<file path="src/rtl/mul_div_unit_pkg.sv">
// Shared definitions for the iterative multiply/divide unit.
package mul_div_unit_pkg;

  // Operand and result half-width; the datapath is only built for 8.
  localparam int WIDTH = 8;

  // Operation select encoding on the op input.
  localparam logic OP_MUL = 1'b0;
  localparam logic OP_DIV = 1'b1;

  // Controller states.
  typedef enum logic [1:0] {
    IDLE = 2'd0,
    CALC = 2'd1,
    FIX  = 2'd2,
    DONE = 2'd3
  } state_t;

endpackage

</file>
<file path="src/rtl/mul_div_unit_if.sv">
// Request/result bundle between the CPU decoder and the multiply/divide unit.
interface mul_div_unit_if;
  import mul_div_unit_pkg::*;

  logic             start;
  logic             op;
  logic             sgn;
  logic [WIDTH-1:0] a_in;
  logic [WIDTH-1:0] b_in;
  logic             busy;
  logic             done;
  logic [WIDTH-1:0] res_lo;
  logic [WIDTH-1:0] res_hi;
  logic             cf;
  logic             vf;
  logic             div_zero;

  // Requester side (CPU decoder).
  modport master (
    output start, op, sgn, a_in, b_in,
    input  busy, done, res_lo, res_hi, cf, vf, div_zero
  );

  // Arithmetic unit side.
  modport slave (
    input  start, op, sgn, a_in, b_in,
    output busy, done, res_lo, res_hi, cf, vf, div_zero
  );

endinterface

</file>
<file path="src/rtl/mul_div_unit.sv">
// Iterative 8x8 multiply / 8/8 divide unit, signed or unsigned.
// One shift-add or restoring shift-subtract step per clock over a single
// shared adder/subtractor, followed by a sign-correction/flag cycle.
module mul_div_unit
  import mul_div_unit_pkg::*;
#(
  parameter int WIDTH = mul_div_unit_pkg::WIDTH
) (
  input  logic           clk,
  input  logic           reset,
  mul_div_unit_if.slave  bus
);

  localparam logic [3:0] LAST = 4'(WIDTH - 1);

  state_t               state;
  logic [3:0]           count;
  logic                 op_r;
  logic                 sgn_r;
  logic                 neg_p;      // product or quotient is negative
  logic                 neg_r;      // remainder is negative (dividend sign)
  logic [WIDTH-1:0]     acc;        // MUL: product high half; DIV: partial remainder
  logic [WIDTH-1:0]     sh;         // MUL: multiplier/product low; DIV: dividend/quotient
  logic [WIDTH-1:0]     bm;         // MUL: multiplicand magnitude; DIV: divisor magnitude

  logic                 busy_r;
  logic                 done_r;
  logic [WIDTH-1:0]     res_lo_r;
  logic [WIDTH-1:0]     res_hi_r;
  logic                 cf_r;
  logic                 vf_r;
  logic                 div_zero_r;

  logic [WIDTH-1:0]     a_mag;
  logic [WIDTH-1:0]     b_mag;
  logic                 div_by_zero;

  logic [WIDTH:0]       add_x;
  logic [WIDTH:0]       add_y;
  logic                 add_cin;
  logic [WIDTH+1:0]     add_sum;
  logic                 no_borrow;
  logic [WIDTH-1:0]     step_acc;
  logic [WIDTH-1:0]     step_sh;

  logic [2*WIDTH-1:0]   prod;
  logic [2*WIDTH-1:0]   prod_s;
  logic [WIDTH-1:0]     quo_s;
  logic [WIDTH-1:0]     rem_s;
  logic [WIDTH-1:0]     fix_lo;
  logic [WIDTH-1:0]     fix_hi;
  logic                 fix_cf;
  logic                 fix_vf;

  assign bus.busy     = busy_r;
  assign bus.done     = done_r;
  assign bus.res_lo   = res_lo_r;
  assign bus.res_hi   = res_hi_r;
  assign bus.cf       = cf_r;
  assign bus.vf       = vf_r;
  assign bus.div_zero = div_zero_r;

  // Operand magnitudes and divide-by-zero detection at request time.
  always_comb begin
    a_mag       = (bus.sgn && bus.a_in[WIDTH-1]) ? -bus.a_in : bus.a_in;
    b_mag       = (bus.sgn && bus.b_in[WIDTH-1]) ? -bus.b_in : bus.b_in;
    div_by_zero = (bus.op == OP_DIV) && (bus.b_in == '0);
  end

  // Shared adder/subtractor and the per-iteration register update.
  always_comb begin
    if (op_r == OP_DIV) begin
      add_x   = {acc, sh[WIDTH-1]};
      add_y   = ~{1'b0, bm};
      add_cin = 1'b1;
    end else begin
      add_x   = {1'b0, acc};
      add_y   = sh[0] ? {1'b0, bm} : '0;
      add_cin = 1'b0;
    end
    add_sum   = {1'b0, add_x} + {1'b0, add_y} + {{(WIDTH+1){1'b0}}, add_cin};
    no_borrow = add_sum[WIDTH+1];
    if (op_r == OP_DIV) begin
      // Restoring step: keep the difference only when it did not go negative.
      step_acc = no_borrow ? add_sum[WIDTH-1:0] : add_x[WIDTH-1:0];
      step_sh  = {sh[WIDTH-2:0], no_borrow};
    end else begin
      step_acc = add_sum[WIDTH:1];
      step_sh  = {add_sum[0], sh[WIDTH-1:1]};
    end
  end

  // Sign correction and flag generation for the FIX cycle.
  always_comb begin
    prod   = {acc, sh};
    prod_s = neg_p ? -prod : prod;
    quo_s  = neg_p ? -sh : sh;
    rem_s  = neg_r ? -acc : acc;
    fix_lo = prod_s[WIDTH-1:0];
    fix_hi = prod_s[2*WIDTH-1:WIDTH];
    fix_cf = 1'b0;
    fix_vf = 1'b0;
    if (div_zero_r) begin
      // acc carries the raw dividend when the iteration was skipped.
      fix_lo = '1;
      fix_hi = acc;
    end else if (op_r == OP_DIV) begin
      fix_lo = quo_s;
      fix_hi = rem_s;
      // A positive signed quotient of magnitude 2^(WIDTH-1) only arises
      // from the most-negative dividend over -1.
      fix_vf = sgn_r && !neg_p && sh[WIDTH-1];
    end else begin
      if (sgn_r) begin
        fix_cf = (fix_hi != {WIDTH{fix_lo[WIDTH-1]}});
      end else begin
        fix_cf = (fix_hi != '0);
      end
      fix_vf = fix_cf;
    end
  end

  // Controller, datapath registers and registered outputs.
  always_ff @(posedge clk or posedge reset) begin
    if (reset) begin
      state      <= IDLE;
      count      <= '0;
      op_r       <= OP_MUL;
      sgn_r      <= 1'b0;
      neg_p      <= 1'b0;
      neg_r      <= 1'b0;
      acc        <= '0;
      sh         <= '0;
      bm         <= '0;
      busy_r     <= 1'b0;
      done_r     <= 1'b0;
      res_lo_r   <= '0;
      res_hi_r   <= '0;
      cf_r       <= 1'b0;
      vf_r       <= 1'b0;
      div_zero_r <= 1'b0;
    end else begin
      case (state)
        IDLE: begin
          done_r <= 1'b0;
          if (bus.start) begin
            op_r   <= bus.op;
            sgn_r  <= bus.sgn;
            count  <= '0;
            busy_r <= 1'b1;
            neg_p  <= bus.sgn && (bus.a_in[WIDTH-1] ^ bus.b_in[WIDTH-1]);
            if (div_by_zero) begin
              // Skip the iteration; FIX forms the fixed divide-by-zero result.
              div_zero_r <= 1'b1;
              acc        <= bus.a_in;
              sh         <= '0;
              bm         <= '0;
              neg_r      <= 1'b0;
              state      <= FIX;
            end else begin
              div_zero_r <= 1'b0;
              acc        <= '0;
              state      <= CALC;
              if (bus.op == OP_DIV) begin
                sh    <= a_mag;
                bm    <= b_mag;
                neg_r <= bus.sgn && bus.a_in[WIDTH-1];
              end else begin
                sh    <= b_mag;
                bm    <= a_mag;
                neg_r <= 1'b0;
              end
            end
          end
        end
        CALC: begin
          acc   <= step_acc;
          sh    <= step_sh;
          count <= count + 4'd1;
          if (count == LAST) begin
            state <= FIX;
          end
        end
        FIX: begin
          res_lo_r <= fix_lo;
          res_hi_r <= fix_hi;
          cf_r     <= fix_cf;
          vf_r     <= fix_vf;
          done_r   <= 1'b1;
          state    <= DONE;
        end
        DONE: begin
          done_r <= 1'b0;
          busy_r <= 1'b0;
          state  <= IDLE;
        end
        default: begin
          state <= IDLE;
        end
      endcase
    end
  end

endmodule

</file>
<file path="src/flat_wrapper.sv">
// flat-port wrapper written by rule: the top's interface ports become plain ports
module mul_div_unit_flat import mul_div_unit_pkg::*;
#(
  parameter int WIDTH = mul_div_unit_pkg::WIDTH
)
  (clk, reset, bus_start, bus_op, bus_sgn, bus_a_in, bus_b_in, bus_busy, bus_done, bus_res_lo, bus_res_hi, bus_cf, bus_vf, bus_div_zero);
  mul_div_unit_if bus_i ();
  input  logic clk;
  input  logic reset;
  input wire logic [$bits(bus_i.start)-1:0] bus_start;
  input wire logic [$bits(bus_i.op)-1:0] bus_op;
  input wire logic [$bits(bus_i.sgn)-1:0] bus_sgn;
  input wire logic [$bits(bus_i.a_in)-1:0] bus_a_in;
  input wire logic [$bits(bus_i.b_in)-1:0] bus_b_in;
  output wire logic [$bits(bus_i.busy)-1:0] bus_busy;
  output wire logic [$bits(bus_i.done)-1:0] bus_done;
  output wire logic [$bits(bus_i.res_lo)-1:0] bus_res_lo;
  output wire logic [$bits(bus_i.res_hi)-1:0] bus_res_hi;
  output wire logic [$bits(bus_i.cf)-1:0] bus_cf;
  output wire logic [$bits(bus_i.vf)-1:0] bus_vf;
  output wire logic [$bits(bus_i.div_zero)-1:0] bus_div_zero;
  assign bus_i.start = bus_start;
  assign bus_i.op = bus_op;
  assign bus_i.sgn = bus_sgn;
  assign bus_i.a_in = bus_a_in;
  assign bus_i.b_in = bus_b_in;
  assign bus_busy = bus_i.busy;
  assign bus_done = bus_i.done;
  assign bus_res_lo = bus_i.res_lo;
  assign bus_res_hi = bus_i.res_hi;
  assign bus_cf = bus_i.cf;
  assign bus_vf = bus_i.vf;
  assign bus_div_zero = bus_i.div_zero;
  mul_div_unit #(.WIDTH(WIDTH)) u_core (.clk(clk), .reset(reset), .bus(bus_i));
endmodule
</file>
<file path="config.mk">
export PLATFORM = sky130hd
export DESIGN_NAME = mul_div_unit_flat
export DESIGN_NICKNAME = d
export VERILOG_FILES = /design/src/rtl/mul_div_unit_pkg.sv /design/src/rtl/mul_div_unit_if.sv /design/src/rtl/mul_div_unit.sv /design/src/flat_wrapper.sv
export SDC_FILE = /design/constraint.sdc
export NUM_CORES = 1
export LEC_CHECK = 0
export CORE_AREA = 3 3 149 79
export DETAILED_ROUTE_END_ITERATION = 8
export DIE_AREA = 0 0 152 82
export PLACE_DENSITY = 0.68
export SLEW_MARGIN = 20
export SYNTH_ARGS = -nofsm -noshare
export SYNTH_HDL_FRONTEND = slang
export SYNTH_SLANG_ARGS = --single-unit
export TNS_END_PERCENT = 30
</file>
<file path="constraint.sdc">
create_clock -name clk -period 5.3 [get_ports clk]
set_input_delay 0.53 -clock clk [delete_from_list [all_inputs] [get_ports clk]]
set_output_delay 0.53 -clock clk [all_outputs]
set_load 0.01 [all_outputs]
</file>
**Yosys cells after proc, flatten, opt, wreduce, memory -nomap -nowiden**

Cells that the tools add are included.

- Register bits after elaboration: 55

- Reduce and logical (&&, ||, !) cells: 18
- $add $sub $neg: 8
- Eq/ne operators: 7
- Bitwise operators: 2
- Muxes and demuxes: 42

Operators with widths:

| operator | count |
|---|---|
| 8-bit two-way mux | 19 |
| 8-bit negation | 4 |
| 8-bit one-hot mux with 2 select lines | 2 |
| 9-bit two-way mux | 2 |
| 16-bit two-way mux | 1 |
| 16-bit negation | 1 |
| 10-bit by 1-bit adder with 10-bit output | 1 |
| 9-bit by 9-bit adder with 10-bit output | 1 |
| 1-bit two-way mux | 10 |
| 8-bit NOT with 9-bit output | 1 |
| 8-bit zero test | 1 |
| 8-bit inequality test | 1 |
| 2-bit one-hot mux with 4 select lines | 1 |
| 4-bit one-hot mux with 2 select lines | 1 |
| 2-bit AND reduction | 4 |
| 8-bit nonzero test | 1 |
| 1-bit logical AND | 6 |
| 2-bit two-way mux | 3 |
| 2-bit nonzero test | 3 |
| 4-bit by 1-bit adder with 4-bit output (second input constant) | 1 |
| 2-bit equality test (second input constant) | 2 |
| 4-bit by 3-bit equality test with 1-bit output (second input constant) | 1 |
| 4-bit two-way mux | 1 |
| 1-bit one-hot mux with 2 select lines | 2 |
| other kinds (7) | 7 |

**Longest topological paths before layout**

- Depth in word-level cells: 7
- Depth in mapped cells: 14
- Depth with buffers taken out: 12

**Least setup slack after synthesis**

Ideal clock, no wire load.

- Path type: reg2reg
- Start point: reg u_core.op_r
- End point: reg u_core.acc[7]
- Data arrival time: 3.362 ns
- Setup slack: 1.817 ns
- Required time: 5.180 ns
- Stages on the path, launching flop included: 14
- Buffers on the path: 3
- Library setup time: 0.120 ns
- Path through: dfrtp_1 -> clkbuf_1 -> clkbuf_1 -> clkbuf_1 -> nor2_1 -> nand2_1 -> o21ai_0 -> ha_1 -> nor2b_1 -> o31a_1 -> o31a_1 -> or4_1 -> a21o_1 -> a31o_2

- Cells in the longest elaborated chain, start to end: 6
- Elaborated cells between the ends (all ways): 8
- Those cells by class: add/sub (2); mux (6)

Ends and longest elaborated chain:

| what | line | text |
|---|---|---|
| from (decl) | mul_div_unit.sv:18 | `logic op_r;` |
| from (signal assigned) | mul_div_unit.sv:147 | `op_r <= bus.op;` |
| 9-bit two-way mux | mul_div_unit.sv:72 | `if (op_r == OP_DIV) begin` |
| 9-bit by 9-bit adder with 10-bit output | mul_div_unit.sv:81 | `add_sum = {1'b0, add_x} + {1'b0, add_y} + {{(WIDTH+1){1'b0}}, add_cin};` |
| 10-bit by 1-bit adder with 10-bit output | mul_div_unit.sv:81 |  |
| 8-bit two-way mux | mul_div_unit.sv:85 | `step_acc = no_borrow ? add_sum[WIDTH-1:0] : add_x[WIDTH-1:0];` |
| 8-bit two-way mux * | mul_div_unit.sv:83 | `if (op_r == OP_DIV) begin` |
| 8-bit one-hot mux with 2 select lines * | mul_div_unit.sv:143 | `case (state)` |
| to (signal assigned) | mul_div_unit.sv:155 | `acc <= bus.a_in;` |
| to (signal assigned) | mul_div_unit.sv:177 | `acc <= step_acc;` |
| to (decl) | mul_div_unit.sv:22 | `logic [WIDTH-1:0] acc;` |

Mark *: on every way between the ends. The rest lies on a longest branch, timed or not.
A chain may end at the register's enable or synchronous reset.

**Worst setup path after layout**

- Start point: reg u_core.op_r
- End point: reg u_core.sh[0]

- Cells in the longest elaborated chain, start to end: 5
- Elaborated cells between the ends (all ways): 7
- Those cells by class: add/sub (2); mux (5)

Ends and longest elaborated chain:

| what | line | text |
|---|---|---|
| 9-bit two-way mux | mul_div_unit.sv:72 |  |
| 9-bit by 9-bit adder with 10-bit output | mul_div_unit.sv:81 |  |
| 10-bit by 1-bit adder with 10-bit output | mul_div_unit.sv:81 |  |
| 8-bit two-way mux * | mul_div_unit.sv:83 |  |
| 8-bit one-hot mux with 2 select lines * | mul_div_unit.sv:143 |  |
| to (signal assigned) | mul_div_unit.sv:165 | `sh <= a_mag;` |
| to (signal assigned) | mul_div_unit.sv:169 | `sh <= b_mag;` |
| to (signal assigned) | mul_div_unit.sv:178 | `sh <= step_sh;` |
| to (decl) | mul_div_unit.sv:23 | `logic [WIDTH-1:0] sh;` |

Marked as above.

==> flow_summary.rst <==
.. list-table::
   :header-rows: 1

   * - Metric
     - Value
   * - Outcome
     - finished clean
   * - Max-slew violation count
     - 0
   * - Placeable core region
     - between 0.01 and 0.015 mm²
   * - Max-cap violations
     - 0
   * - H-tree Lvls
     - 2
   * - Number of setup buffers added after CTS
     - 0
   * - Number of unique standard cell types used by synthesis
     - 73
   * - Via count
     - 4536
   * - Crit path capture type
     - register
   * - Number of hold-slack violations in the final timing report
     - 0
   * - Initial cell density of the core
     - 43.7%
   * - Fin nets
     - 632
   * - Worst slew margin relative to its limit
     - 34.7%
   * - Synthesized net count
     - 623
   * - EDFF count, synth
     - 0
   * - First-pass DRT Iterations
     - 5
   * - Combinational family with the most area after synthesis
     - compound AO/OA/AOI/OAI gates
   * - Worst setup skew after layout
     - between 0.006 and 0.007 ns
   * - P_leak
     - 2.07 nW
   * - Full die area
     - 0.0125 mm²
   * - Power share of the sequential group
     - 26.8%
   * - Cells after synthesis
     - 583
   * - Maximum number of pins on one net before global-route repair
     - 56
   * - Most repeated cell in the gate-level netlist after synthesis
     - sky130_fd_sc_hd__nor2_1
   * - Async SR Flop Fraction
     - 100%
   * - Cell type with the largest total area after synthesis
     - sky130_fd_sc_hd__dfrtp_1
   * - Warning count from the yosys run
     - 0
   * - Clock insertion delay at the later pin of the skew report
     - 0.31 ns
   * - Horiz. Die Dim
     - 152 µm
   * - # clock sinks
     - 55
   * - Post-DR vias/cell
     - 6.15
   * - Clock transition at the register clock pins on the worst setup and hold paths after CTS
     - 0.08 ns
   * - Fraction of power spent switching nets
     - 49.7%
   * - Combinational fraction of design power
     - 62.6%
   * - Cell Area, Synth
     - 0.00467 mm²
   * - Post-layout worst setup margin
     - 1.36 ns
   * - Largest fanout on the critical path
     - 18
   * - Initial antenna violation count
     - 0
   * - Post-DRT Antenna Nets
     - 0
   * - Final number of setup-violating endpoints
     - 0
   * - Synth Area in Compound Gates
     - 26.3%
   * - Final worst-path cycle share
     - 74.4%
   * - Drt initial violations
     - 538
   * - Aggregate global routing overflow
     - 0
   * - Area growth, synth to finish
     - 12.6%
   * - Maximum operating frequency
     - 254 MHz
   * - Global-route wire length before repair
     - 23.1 mm
   * - FF+latch count, synth
     - 55
   * - Routed WL per cell
     - 19.5 µm
   * - Top post-synthesis cells by area
     - sky130_fd_sc_hd__dfrtp_1, sky130_fd_sc_hd__o21ai_0, sky130_fd_sc_hd__nor2_1
   * - Ports placed on the boundary
     - 42
   * - Row count
     - 27
   * - Sw Pwr
     - 1.67 mW
   * - Top flip-flop cell by instance count after synthesis
     - sky130_fd_sc_hd__dfrtp_1
   * - Number of buffers on the longest clock path
     - 2
   * - Cell Pwr Density
     - 638 mW/mm²
   * - Launching element type of the critical path
     - register
   * - Root buf cell
     - sky130_fd_sc_hd__clkbuf_16
   * - Reg-to-Reg Start
     - u_core.op_r
   * - Via count of the first global-routing pass
     - 4149
   * - Worst Path Class, Setup
     - register to register
   * - Post-Synth Simple-Gate Area
     - 22.1%
   * - Count of inserted antenna diode cells
     - 0
   * - CTS tree
     - built
   * - Average footprint of a synthesized cell
     - about 8.0 µm²
   * - Clk pwr share
     - 10.5%
   * - Fin Hold WS
     - 0.511 ns
   * - Worst Path Arrival
     - 4.13 ns
   * - Multiplexer area fraction after synthesis
     - 4.96%
   * - Launch point of the worst hold path
     - u_core.bm[4]
   * - Total Power
     - between 3 and 4 mW
   * - CTS resizes
     - 0
   * - Ranking of synthesized cells by instance count
     - sky130_fd_sc_hd__nor2_1, sky130_fd_sc_hd__nand2_1, sky130_fd_sc_hd__dfrtp_1, sky130_fd_sc_hd__o21ai_0, sky130_fd_sc_hd__a21oi_1
   * - Post-synthesis share of cell area spent on full adders, half adders and majority gates
     - approximately 5.4%
   * - Portion of synthesized cell area occupied by the leading cell type
     - 29.5%
   * - Layout cells sized above 1
     - 7.76%
   * - Die Span Y
     - 82 µm
   * - Critical Path RT
     - 5.49 ns
   * - Routability congestion estimate
     - 0.955
   * - Total track usage
     - 23.4%
   * - Sequential fraction of the synthesis area
     - approximately 30%
   * - Maximum resistive drop on vdd
     - 0.227 mV
   * - Accumulated negative setup slack
     - 0 ns
   * - Transition time of the tightest slew-check pin
     - approximately 1 ns
   * - Class of the tightest hold or removal check
     - register to register
   * - Startpoint of the most critical setup path
     - u_core.op_r
   * - Hpwl dp
     - 10.7 mm
   * - Drc violations
     - 0
   * - Number of buffers added to fix hold violations after cts
     - 0
   * - Worst setup slack after placement
     - 1.50 ns
   * - Wirelength, routed
     - 14.4 mm
   * - Unrepaired setup endpoints after global routing
     - no
   * - Count of buffers inserted at the top-level ports
     - just over 40
   * - Cell-internal power
     - 1.69 mW
   * - Post-route minimum period
     - 3.94 ns
   * - Xor/xnor share of the synthesized area
     - 5.44%
   * - Number of buffers added by the clock tree synthesis step
     - 5
[final timing paths]
check | endpoint | slack [ns] | depth (start not counted)
setup / recovery | u_core.sh[0] | 1.36 | 9
hold / removal | u_core.bm[4] | 0.51 | 2
setup reg to reg | u_core.sh[0] | 1.36 | 9
hold reg to reg | u_core.bm[4] | 0.51 | 2
max in group asynchronous | u_core.bm[4] | 4.03 | 3
min in group asynchronous | u_core.bus.res_lo[3] | 0.78 | 3
[layout make-up]
cell class,count,area (µm²)
tap,145,181
multi-input combinational,459,3000
timing repair buffer,48,463
clock buffer,6,129
fill,1022,5420
inverter,23,86.3
clock inverter,2,16.3
sequential,55,1380
[state kept, by name, indices dropped and copies added, names as in the netlist, 2 cells and up]
name	cells
u_core.state	2
u_core.bus.res_lo	8
u_core.bus.res_hi	8
u_core.count	4
u_core.acc	8
u_core.bm	8
u_core.sh	8
[placed cells by master, fill, tap and decap left out, types with 9 or more instances in the layout]
master | netlist | final
sky130_fd_sc_hd__ha_1 | 17 | 17
sky130_fd_sc_hd__nand3_1 | 10 | 10
sky130_fd_sc_hd__o21ai_0 | 51 | 51
sky130_fd_sc_hd__a21oi_1 | 43 | 43
sky130_fd_sc_hd__nand2_1 | 61 | 61
sky130_fd_sc_hd__nor3_1 | 14 | 14
sky130_fd_sc_hd__inv_1 | 21 | 20
sky130_fd_sc_hd__mux2i_1 | 13 | 12
sky130_fd_sc_hd__nor2_1 | 63 | 63
sky130_fd_sc_hd__xor2_1 | 9 | 9
sky130_fd_sc_hd__xnor2_1 | 20 | 20
sky130_fd_sc_hd__clkdlybuf4s50_1 | 0 | 41
sky130_fd_sc_hd__mux2_2 | 9 | 9
sky130_fd_sc_hd__dfrtp_1 | 55 | 55
[per-stage QoR]
| step | utilization, % | instance area, µm² | cells |
|---|---|---|---|
| after global placement | 47.8 | 5110 | 730 |
| final | 49.2 | 5250 | 738 |
| after detailed placement | 47.8 | 5110 | 730 |
| after global routing | 49.2 | 5250 | 738 |
| after floorplan | - | 4670 | 583 |
| after CTS | 49.2 | 5250 | 738 |
[worst max-delay path: stages, from the launching register on]
cell	delay [ns]
sky130_fd_sc_hd__dfrtp_1	0.55
sky130_fd_sc_hd__clkinv_1	0.55
sky130_fd_sc_hd__o21ai_0	0.52
sky130_fd_sc_hd__ha_1	0.29
sky130_fd_sc_hd__nor2b_1	0.14
sky130_fd_sc_hd__o31a_1	0.30
sky130_fd_sc_hd__o31a_1	0.36
sky130_fd_sc_hd__o21ai_0	0.64
sky130_fd_sc_hd__a31oi_1	0.17
sky130_fd_sc_hd__a221o_1	0.29
[power groups by stage]
| stage | clock (mW) | sequential (mW) | combinational, mW |
|---|---|---|---|
| 3_5_place_dp | 0 | 0.901 | 2.06 |
| 3_3_place_gp | 0 | 0.893 | 2.03 |
| 2_1_floorplan | 0 | 0.757 | 1.61 |
| 4_1_cts | 0.357 | 0.894 | 2.07 |
| 6_report | 0.354 | 0.900 | 2.10 |
| 5_1_grt | 0.380 | 0.934 | 2.34 |
[logic make-up (layout without fill, tap and decap cells)]
kind of cell,count (synthesis),count (layout)
fa+ha+maj,19,19
flops,55,55
simple gates,209,209
mux,22,22
buf+inv,69,79
compound gates,180,180
xor+xnor,29,29
[layer usage]
metal | global-route usage, % | share of wire [%] | up-vias | wire length [µm]
met3 | 8.11 | 11 | 8 | 1540
met4 | 3.68 | 0.61 | 0 | 88
li1 | - | - | 2140 | -
met5 | 0 | 0 | - | 0
met2 | 32.3 | 39 | 197 | 5590
met1 | 35.1 | 50 | 2191 | 7140
Power figures use the tool's default switching activity.
